--- src/rtl/gromitsys_osc_freq_mon.sv ---
// ---------------------------------------------------------------------------
// gromitsys_osc_freq_mon
// Counts rising edges of an asynchronous oscillator (MEAS_CLK) over a fixed
// window of CLK cycles, reports each count, flags out-of-range windows and
// raises a sticky FAULT after FAIL_LIMIT consecutive bad windows.
//
// Ports:
//   CLK          in   fabric clock
//   RESET_N      in   asynchronous active-low reset
//   MEAS_CLK     in   clock under test (asynchronous, below CLK/4)
//   ENABLE       in   level, 1 = run windows continuously
//   CLR_FAULT    in   pulse, clears FAULT and the bad-window count
//   EDGE_COUNT   out  edge count of the last completed window
//   COUNT_VALID  out  one-cycle pulse when EDGE_COUNT updates
//   IN_RANGE     out  range result of the last completed window
//   FAULT        out  sticky oscillator fault
//   BUSY         out  high in SETTLE, MEASURE and EVAL
// ---------------------------------------------------------------------------
module gromitsys_osc_freq_mon #(
   parameter int unsigned WINDOW_CYCLES = 50000,
   parameter int unsigned CNT_W         = 16,
   parameter int unsigned EXP_MIN       = 990,
   parameter int unsigned EXP_MAX       = 1010,
   parameter int unsigned FAIL_LIMIT    = 2,    // 1..15
   parameter int unsigned SETTLE_CYCLES = 256
) (
   input  logic             CLK,
   input  logic             RESET_N,
   input  logic             MEAS_CLK,
   input  logic             ENABLE,
   input  logic             CLR_FAULT,
   output logic [CNT_W-1:0] EDGE_COUNT,
   output logic             COUNT_VALID,
   output logic             IN_RANGE,
   output logic             FAULT,
   output logic             BUSY
);

   localparam int unsigned WIN_W = $clog2(WINDOW_CYCLES + 1);
   localparam int unsigned SET_W = $clog2(SETTLE_CYCLES + 1);
   localparam int unsigned BAD_W = 4;

   typedef enum logic [1:0] {
      S_IDLE    = 2'd0,
      S_SETTLE  = 2'd1,
      S_MEASURE = 2'd2,
      S_EVAL    = 2'd3
   } state_t;

   state_t             r_state;
   state_t             w_next;
   logic [2:0]         r_sync;
   logic               w_edge;
   logic [SET_W-1:0]   r_settle_cnt;
   logic [WIN_W-1:0]   r_win_cnt;
   logic [CNT_W-1:0]   r_edge_cnt;
   logic [BAD_W-1:0]   r_bad_cnt;
   logic [BAD_W-1:0]   w_bad_next;
   logic               w_in_range;
   logic               w_set_fault;
   logic [CNT_W-1:0]   r_edge_count;
   logic               r_count_valid;
   logic               r_in_range;
   logic               r_fault;
   logic               r_busy;

   // Three-flop synchronizer; rising edge seen between flops 2 and 3
   always_ff @(posedge CLK or negedge RESET_N) begin
      if (!RESET_N) r_sync <= 3'b000;
      else          r_sync <= {r_sync[1:0], MEAS_CLK};
   end

   assign w_edge = r_sync[1] & ~r_sync[2];

   // State register
   always_ff @(posedge CLK or negedge RESET_N) begin
      if (!RESET_N) r_state <= S_IDLE;
      else          r_state <= w_next;
   end

   // Next-state logic; dropping ENABLE aborts SETTLE/MEASURE without a result
   always_comb begin
      w_next = r_state;
      case (r_state)
         S_IDLE: begin
            if (ENABLE) w_next = S_SETTLE;
         end
         S_SETTLE: begin
            if (!ENABLE)                                        w_next = S_IDLE;
            else if (r_settle_cnt == SET_W'(SETTLE_CYCLES - 1)) w_next = S_MEASURE;
         end
         S_MEASURE: begin
            if (!ENABLE)                                     w_next = S_IDLE;
            else if (r_win_cnt == WIN_W'(WINDOW_CYCLES - 1)) w_next = S_EVAL;
         end
         S_EVAL: begin
            w_next = ENABLE ? S_MEASURE : S_IDLE;
         end
         default: w_next = S_IDLE;
      endcase
   end

   // Settle/window/edge counters; held at zero outside their own state so
   // every SETTLE and MEASURE entry starts from a clean count
   always_ff @(posedge CLK or negedge RESET_N) begin
      if (!RESET_N) begin
         r_settle_cnt <= '0;
         r_win_cnt    <= '0;
         r_edge_cnt   <= '0;
      end else begin
         r_settle_cnt <= (r_state == S_SETTLE) ? r_settle_cnt + SET_W'(1) : '0;
         r_win_cnt    <= (r_state == S_MEASURE) ? r_win_cnt + WIN_W'(1) : '0;
         if (r_state == S_MEASURE) begin
            if (w_edge && (r_edge_cnt != '1)) r_edge_cnt <= r_edge_cnt + CNT_W'(1);
         end else if (r_state != S_EVAL) begin
            r_edge_cnt <= '0;
         end else begin
            r_edge_cnt <= '0;  // consumed by the EVAL update below
         end
      end
   end

   // Window evaluation, computed during EVAL from the completed count
   always_comb begin
      w_in_range = (32'(r_edge_cnt) >= EXP_MIN) && (32'(r_edge_cnt) <= EXP_MAX);
      w_bad_next = r_bad_cnt;
      if (w_in_range)                              w_bad_next = '0;
      else if (r_bad_cnt < BAD_W'(FAIL_LIMIT))     w_bad_next = r_bad_cnt + BAD_W'(1);
      w_set_fault = !w_in_range && (w_bad_next == BAD_W'(FAIL_LIMIT));
   end

   // Result, fault and status registers; a fault set in EVAL beats CLR_FAULT
   always_ff @(posedge CLK or negedge RESET_N) begin
      if (!RESET_N) begin
         r_edge_count  <= '0;
         r_count_valid <= 1'b0;
         r_in_range    <= 1'b0;
         r_fault       <= 1'b0;
         r_bad_cnt     <= '0;
         r_busy        <= 1'b0;
      end else begin
         r_count_valid <= (r_state == S_EVAL);
         r_busy        <= (w_next != S_IDLE);
         if (r_state == S_EVAL) begin
            r_edge_count <= r_edge_cnt;
            r_in_range   <= w_in_range;
         end
         if ((r_state == S_EVAL) && w_set_fault) begin
            r_bad_cnt <= w_bad_next;
            r_fault   <= 1'b1;
         end else if (CLR_FAULT) begin
            r_bad_cnt <= '0;
            r_fault   <= 1'b0;
         end else if (r_state == S_EVAL) begin
            r_bad_cnt <= w_bad_next;
         end
      end
   end

   assign EDGE_COUNT  = r_edge_count;
   assign COUNT_VALID = r_count_valid;
   assign IN_RANGE    = r_in_range;
   assign FAULT       = r_fault;
   assign BUSY        = r_busy;

endmodule

--- config.mk ---
export PLATFORM = sky130hd
export DESIGN_NAME = gromitsys_osc_freq_mon
export DESIGN_NICKNAME = d
export VERILOG_FILES = /design/src/rtl/gromitsys_osc_freq_mon.sv
export SDC_FILE = /design/constraint.sdc
export NUM_CORES = 1
export LEC_CHECK = 0
export ABC_AREA = 1
export CAP_MARGIN = 20
export CORE_ASPECT_RATIO = 2
export CORE_UTILIZATION = 61
export DETAILED_ROUTE_END_ITERATION = 8
export GPL_ROUTABILITY_DRIVEN = 0
export HOLD_SLACK_MARGIN = 0.06
export PLACE_DENSITY_LB_ADDON = 0.08
export REMOVE_ABC_BUFFERS = 1
export SYNTH_ARGS = -nofsm -noshare
export SYNTH_HDL_FRONTEND = slang
export SYNTH_SLANG_ARGS = --single-unit
--- constraint.sdc ---
create_clock -name CLK -period 2.5 [get_ports CLK]
set_input_delay 0.5 -clock CLK [delete_from_list [all_inputs] [get_ports CLK]]
set_output_delay 0.5 -clock CLK [all_outputs]
set_load 0.02 [all_outputs]
==> results of run 1 <==
area by class of cell:
cell class	instances	area (µm²)	area share (%)
Multi-Input combinational cell	300	1500	37.4
Sequential cell	70	1750	43.7
Tap cell	60	75.1	1.87
Clock inverter	6	37.5	0.937
Clock buffer	10	138	3.43
Timing Repair Buffer	32	308	7.68
Inverter	52	200	5.00
routing by layer:
layer / vias to the layer above / wire length [µm] / share of wire [%]
li1: 1448 / - / -
met1: 1338 / 2960 / 38
met2: 74 / 4250 / 55
met3: 23 / 269 / 3.5
met4: 0 / 286 / 3.7
met5: - / 0 / 0
cell usage after synthesis:
master	number	area share, %
nand4_1	7	1.2
clkbuf_1	4	0.43
buf_2	3	0.43
nand2_2	2	0.36
nor2_4	2	0.64
a31o_2	1	0.25
o22ai_1	1	0.18
nor2_1	59	6.3
o21bai_1	2	0.43
buf_6	1	0.32
nand2_4	2	0.64
inv_1	49	5.2
nand2_1	99	11
and2_1	1	0.18
o21a_1	1	0.21
ha_1	6	2.1
nor3b_1	3	0.64
a21oi_1	10	1.4
o21ai_4	1	0.46
clkinv_1	1	0.11
o21ai_2	9	2.2
nor2_2	1	0.18
xor2_1	11	2.7
nand3b_1	1	0.21
buf_12	1	0.57
dfrtp_1	70	50
o21ai_0	30	4.3
nand3_1	38	5.4
inv_2	1	0.11
nor3_1	12	1.7
inv_6	1	0.25
nor4_1	1	0.18
per-stage QoR:
stage | area (µm²) | worst slack (ns) | hold slack [ns]
after floorplan | 3450 | 0.859 | 0.204
after global placement | 3830 | 0.789 | 0.342
after detailed placement | 3830 | 0.763 | 0.345
after CTS | 4010 | 0.642 | 0.139
after global routing | 4010 | 0.524 | 0.174
final | 4010 | 0.672 | 0.135
flip-flops by register name (all words and copies together) (netlist names):
name and flops:
FAULT 1, r_sync 3, BUSY 1, r_edge_cnt 16
r_settle_cnt 9, EDGE_COUNT 16, r_state 2, IN_RANGE 1
r_bad_cnt 4, r_win_cnt 16, COUNT_VALID 1
report_power, final:
| group | switching, mW | internal (mW) | leakage (nW) |
|---|---|---|---|
| registers | 0.00845 | 1.14 | 0.962 |
| clock network | 0.436 | 0.381 | 0.0841 |
| logic | 0.0532 | 0.0300 | 0.767 |
worst min-delay path by stage:
stage          slack, ns            end  depth (start not counted)
2_1_floorplan       0.20           BUSY                          0
3_3_place_gp        0.34      r_sync[1]                          0
3_5_place_dp        0.34      r_sync[1]                          0
4_1_cts             0.14  r_win_cnt[15]                          1
5_1_grt             0.17  r_win_cnt[15]                          1
6_report            0.13  r_win_cnt[15]                          1
worst reg2reg max path, stage by stage (launching register included):
cell and delay (ns):
dfrtp_1 0.45, nand2_1 0.11, nor2_1 0.20, nand3_1 0.21, o21ai_4 0.21, nand2_4 0.16
inv_6 0.19, o21ai_0 0.10
cells by family (layout without fill, tap and decap cells):
| kind of cell | count (synthesis) | after routing | share of synthesized area, % |
|---|---|---|---|
| simple gates | 228 | 228 | 28.3 |
| flops | 70 | 70 | 49.9 |
| buf+inv | 61 | 100 | 7.45 |
| compound gates | 55 | 55 | 9.48 |
| xor+xnor | 11 | 11 | 2.74 |
| fa+ha+maj | 6 | 6 | 2.14 |
==> metrics.cfg, run 1 <==
[place]
dpl.cell_count = 514
dp_hpwl_um = 5770
port_buffers = 24

[layout]
fin_cells = 530
drive_above_1_share_pct = 9.57
layout_commonest_cell = nand2_1
nets = 476
final_cell_mix = 99 x nand2_1, 70 x dfrtp_1, 59 x nor2_1
fillers = 423
final_util_pct = 73.3
areaGrowthSynthToFinish_pct = 14.1
antenna_cells = 0

[power]
power-per-cell-area_nw_per_um2 = 512
ir_worst_vdd_uv = 524
p_total_mw = 2.05
p_leak_nw = 1.81

[grt]
top_usage_layer = met2
grt_antenna_before_repair = 0
gr-usage-all-layers_pct = 27.5
grt_first_pass_wirelength_um = 12600
grt_max_degree = 32
met1_usage_pct = 28.7
grt_pass1_vias = 2790
gr-usage-met3_pct = 5.18
grt_overflow = 0
grt_use_met2_pct = 50.6

[clock_network]
postCtsSetupRepairBufs = 0
hold_buffers = 0
htree_levels = 3
cts_root_buffer = clkbuf_8
clkTransAtPathRegs_ns = 0.08
cts_made_buffers = 9
cts_sinks = 70
clk_latency_ns = 0.35
cts_buffer_depth = 2
cts_tree = built
cts.repair.resized = 0

[worst_setup_path]
start_kind = flop
crit_chain = clkdlybuf4s50_1
crit_family = buffers and inverters
crit_type = reg -> out
worstSetupPathDepth = 1
cp-startpoint = EDGE_COUNT[11]
rr_worst_depth = 7
endpoint_kind = output port
max_stage_delay_ns = 0.61
critPathRequiredTime_ns = 2.00
cp_max_fo = 2
critical_path_arrival_ns = 1.33
r2r_start = r_edge_cnt[11]
crit_slowest_cell = clkdlybuf4s50_1
reg2reg_to = r_edge_cnt[15]
crit_buf_inv = 1
critPathCapture = EDGE_COUNT[11]
rrSetupSlack_ns = 0.75

[status]
status = finished, final reports clean

[timing]
fin_crit_sh_pct = 73.1
drv_slew = 0
max_slew_margin_pct = 56.1
finClkSkew_ns = 0.00843
setup_viol = 0
tns_ns = 0
worst_pin_slew_ns = 0.657
clock.fmax_mhz = 547
rsz0062_at_grt = no
period_needed_ns = 1.83
finalHoldViolCount = 0

[die]
die-area_um2 = 6080
rows = 38
die_w_um = 55.6
initial_utilization_pct = 64.2
core-area_um2 = 5470
ioPinCount = 25
die_h_um = 109

[run]
maxCapViolCount = 0

[routing]
wl_um = 7770
drt.antenna.violating_nets = 0
drc = 0
first_pass_iters = 5
vias = 2883
post_drt_wl_per_cell_um = 14.7
drt_iter0_markers = 153
vias_per_cell = 5.44

[hold_path]
hold_class = in -> async

[logic_synthesis]
syn_inst = 431
synth_cell_types = 32
syn_avg_cell_area_um2 = 8.15
seq_area_frac_synth_pct = 49.9
synth_seq_cells = 70
yosysWarnings = 0
syn_area_um2 = 3510

Note: power is estimated with default switching activity, not from simulation.
==> run 2, diff against run 1 <==
CORE_UTILIZATION = 58   (was 61)
clock period = 1.9 ns   (was 2.5 ns; I/O delays follow)
==> metrics.cfg, run 2 (synthesis gave the netlist of run 1 again) <==
[status]
status = complete, but fails checks  ; was finished, final reports clean
violations = design-rule violations

[layout]
drive_above_1_share_pct = 9.34  ; was 9.57%
fillers = 465  ; was 423
final_cell_mix = 99 x nand2_1, 70 x dfrtp_1, 59 x nor2_1  ; unchanged
antenna_cells = 0  ; unchanged
layout_commonest_cell = nand2_1  ; unchanged
final_area_um2 = 4170  ; was 4010 µm²
nets = 477  ; was 476
areaGrowthSynthToFinish_pct = 18.6  ; was 14.1%

[power]
p_clk_share_pct = 51.8  ; was 39.8%
power-per-cell-area_nw_per_um2 = 810  ; was 512 nW/µm²
ir_worst_vdd_uv = 665  ; was 524 µV
p_comb_share_pct = 3.1  ; was 4.1%
p_sw_uw = 649  ; was 498 µW
p_leak_nw = 1.89  ; was 1.81 nW
power_frac_seq_pct = 45.1  ; was 56.1%
p_total_mw = 3.37  ; was 2.05 mW
swShare_pct = 19.2  ; was 24.3%
intPower_mw = 2.72  ; was 1.55 mW

[clock_network]
cts_root_buffer = clkbuf_16  ; was clkbuf_8
htree_levels = 3  ; unchanged
cts_sinks = 70  ; unchanged
clk_latency_ns = 0.32  ; was 0.35 ns
postCtsSetupRepairBufs = 0  ; unchanged
cts_buffer_depth = 2  ; unchanged
cts_tree = built  ; unchanged
cts_made_buffers = 9  ; unchanged
clkTransAtPathRegs_ns = 0.05  ; was 0.08 ns

[grt]
gr-usage-all-layers_pct = 26.5  ; was 27.5%
grt_overflow = 0  ; unchanged
grt_first_pass_wirelength_um = 12900  ; was 12600 µm
grt_max_degree = 53  ; was 32
grt_pass1_vias = 3032  ; was 2790
grt_antenna_before_repair = 0  ; unchanged

[timing]
rsz0062_at_grt = no  ; unchanged
worst_pin_slew_ns = 0.515  ; was 0.657 ns
setup_viol = 0  ; unchanged
period_needed_ns = 1.72
finalHoldViolCount = 0  ; unchanged
fin_crit_sh_pct = 90.3
tns_ns = 0  ; unchanged
drv_slew = 0  ; unchanged
clock.fmax_mhz = 583
finClkSkew_ns = 0.00521  ; was 0.00843 ns
max_slew_margin_pct = 65.4  ; was 56.1%

[place]
placed_area_um2 = 3830  ; about the same
dp_hpwl_um = 5570  ; was 5770 µm
port_buffers = 24  ; unchanged

[worst_setup_path]
endpoint_kind = flop  ; was output port
crit_buf_inv = 2  ; was 1
crit_chain = ha_1 > inv_1 > nor2_4 > nand2_4 > o21ai_4 > nand2_4 > inv_6 > o21ai_0  ; was clkdlybuf4s50_1
start_kind = flop  ; unchanged
cp_max_fo = 16  ; was 2
crit_slowest_cell = dfrtp_1  ; was clkdlybuf4s50_1
crit_type = reg -> reg  ; was reg -> out
critPathRequiredTime_ns = 2.10  ; was 2.00 ns
critical_path_arrival_ns = 1.91  ; was 1.33 ns
cp_common_cell = nand2_4
max_stage_delay_ns = 0.42  ; was 0.61 ns
crit_family = simple AND/OR/NAND/NOR gates  ; was buffers and inverters

[routing]
first_pass_iters = 6  ; was 5
vias = 2906  ; was 2883
post_drt_wl_per_cell_um = 14.3  ; was 14.7 µm
vias_per_cell = 5.46  ; was 5.44
wl_um = 7610  ; was 7770 µm
drt_iter0_markers = 122  ; was 153
drt.antenna.violating_nets = 0  ; unchanged
drc = 7  ; was 0

[die]
die-area_um2 = 6390  ; was 6080 µm²
die_w_um = 57.0  ; was 55.6 µm
ioPinCount = 25  ; unchanged
rows = 39  ; was 38
initial_utilization_pct = 61.0  ; was 64.2%
core-area_um2 = 5760  ; was 5470 µm²
die_h_um = 112  ; was 109 µm

[hold_path]
hold_class = reg -> reg  ; was in -> async

[run]
maxCapViolCount = 0  ; unchanged

-- run 2: cell types whose count changed in the layout (fill, tap and decap cells not counted), sizes merged --
cell | previous run | this run
bufinv | 0 | 2
clkbuf | 10 | 12
clkinvlp | 3 | 0
clkinv | 4 | 3
dlygate4sd3 | 0 | 1
-- run 2: per-stage QoR --
| stage | hold WS, ns | utilization [%] | setup WS, ns | std cells |
|---|---|---|---|---|
| floorplan | 0.0844 | - | 0.259 | 422 |
| global placement | 0.337 | 66.6 | 0.237 | 515 |
| detailed placement | 0.350 | 66.6 | 0.185 | 515 |
| CTS | 0.371 | 72.3 | 0.167 | 532 |
| global route | 0.378 | 72.3 | 0.0124 | 532 |
| finish | 0.364 | 72.3 | 0.184 | 532 |
-- run 2: metal layers --
layer / vias to the layer above / track usage, % / wire length (µm)
met5: - / 0 / 0
met4: 0 / 16.9 / 315
met3: 24 / 4.49 / 187
met2: 61 / 49.3 / 4270
met1: 1367 / 25.6 / 2830
li1: 1454 / - / -
-- run 2: layout make-up --
cell class,count,area (µm²),area share [%]
multi-input cells,300,1500,36.1
flip-flops and latches,70,1750,42.1
clock buffers,12,246,5.92
clock inverters,4,70.1,1.68
repair buffers,33,318,7.63
well taps,61,76.3,1.83
inverters,52,200,4.81
-- run 2: final timing paths --
kind	cells after the start	from	end	slack, ns
hold reg to reg	0	r_sync[0]	r_sync[1]	0.36
max in group asynchronous	3	RESET_N	r_edge_cnt[10]	0.72
hold / removal	0	r_sync[0]	r_sync[1]	0.36
min in group asynchronous	2	RESET_N	r_win_cnt[9]	0.54
setup reg to reg	8	r_edge_cnt[0]	r_edge_cnt[9]	0.18
setup / recovery	8	r_edge_cnt[0]	r_edge_cnt[9]	0.18
-- run 2: repair_timing --
action,CTS,global route
endpoints found under the setup margin,0,1
resized for setup,0,1
hold endpoints to repair,18,0
hold buffers,1,0
-- run 2: power groups by stage --
stage	clock network [mW]	logic, mW	registers (mW)
6_report	1.75	0.104	1.52
5_1_grt	1.82	0.121	1.52
4_1_cts	1.79	0.106	1.52
3_5_place_dp	0	0.104	1.55
3_3_place_gp	0	0.100	1.54
2_1_floorplan	0	0.0479	1.54
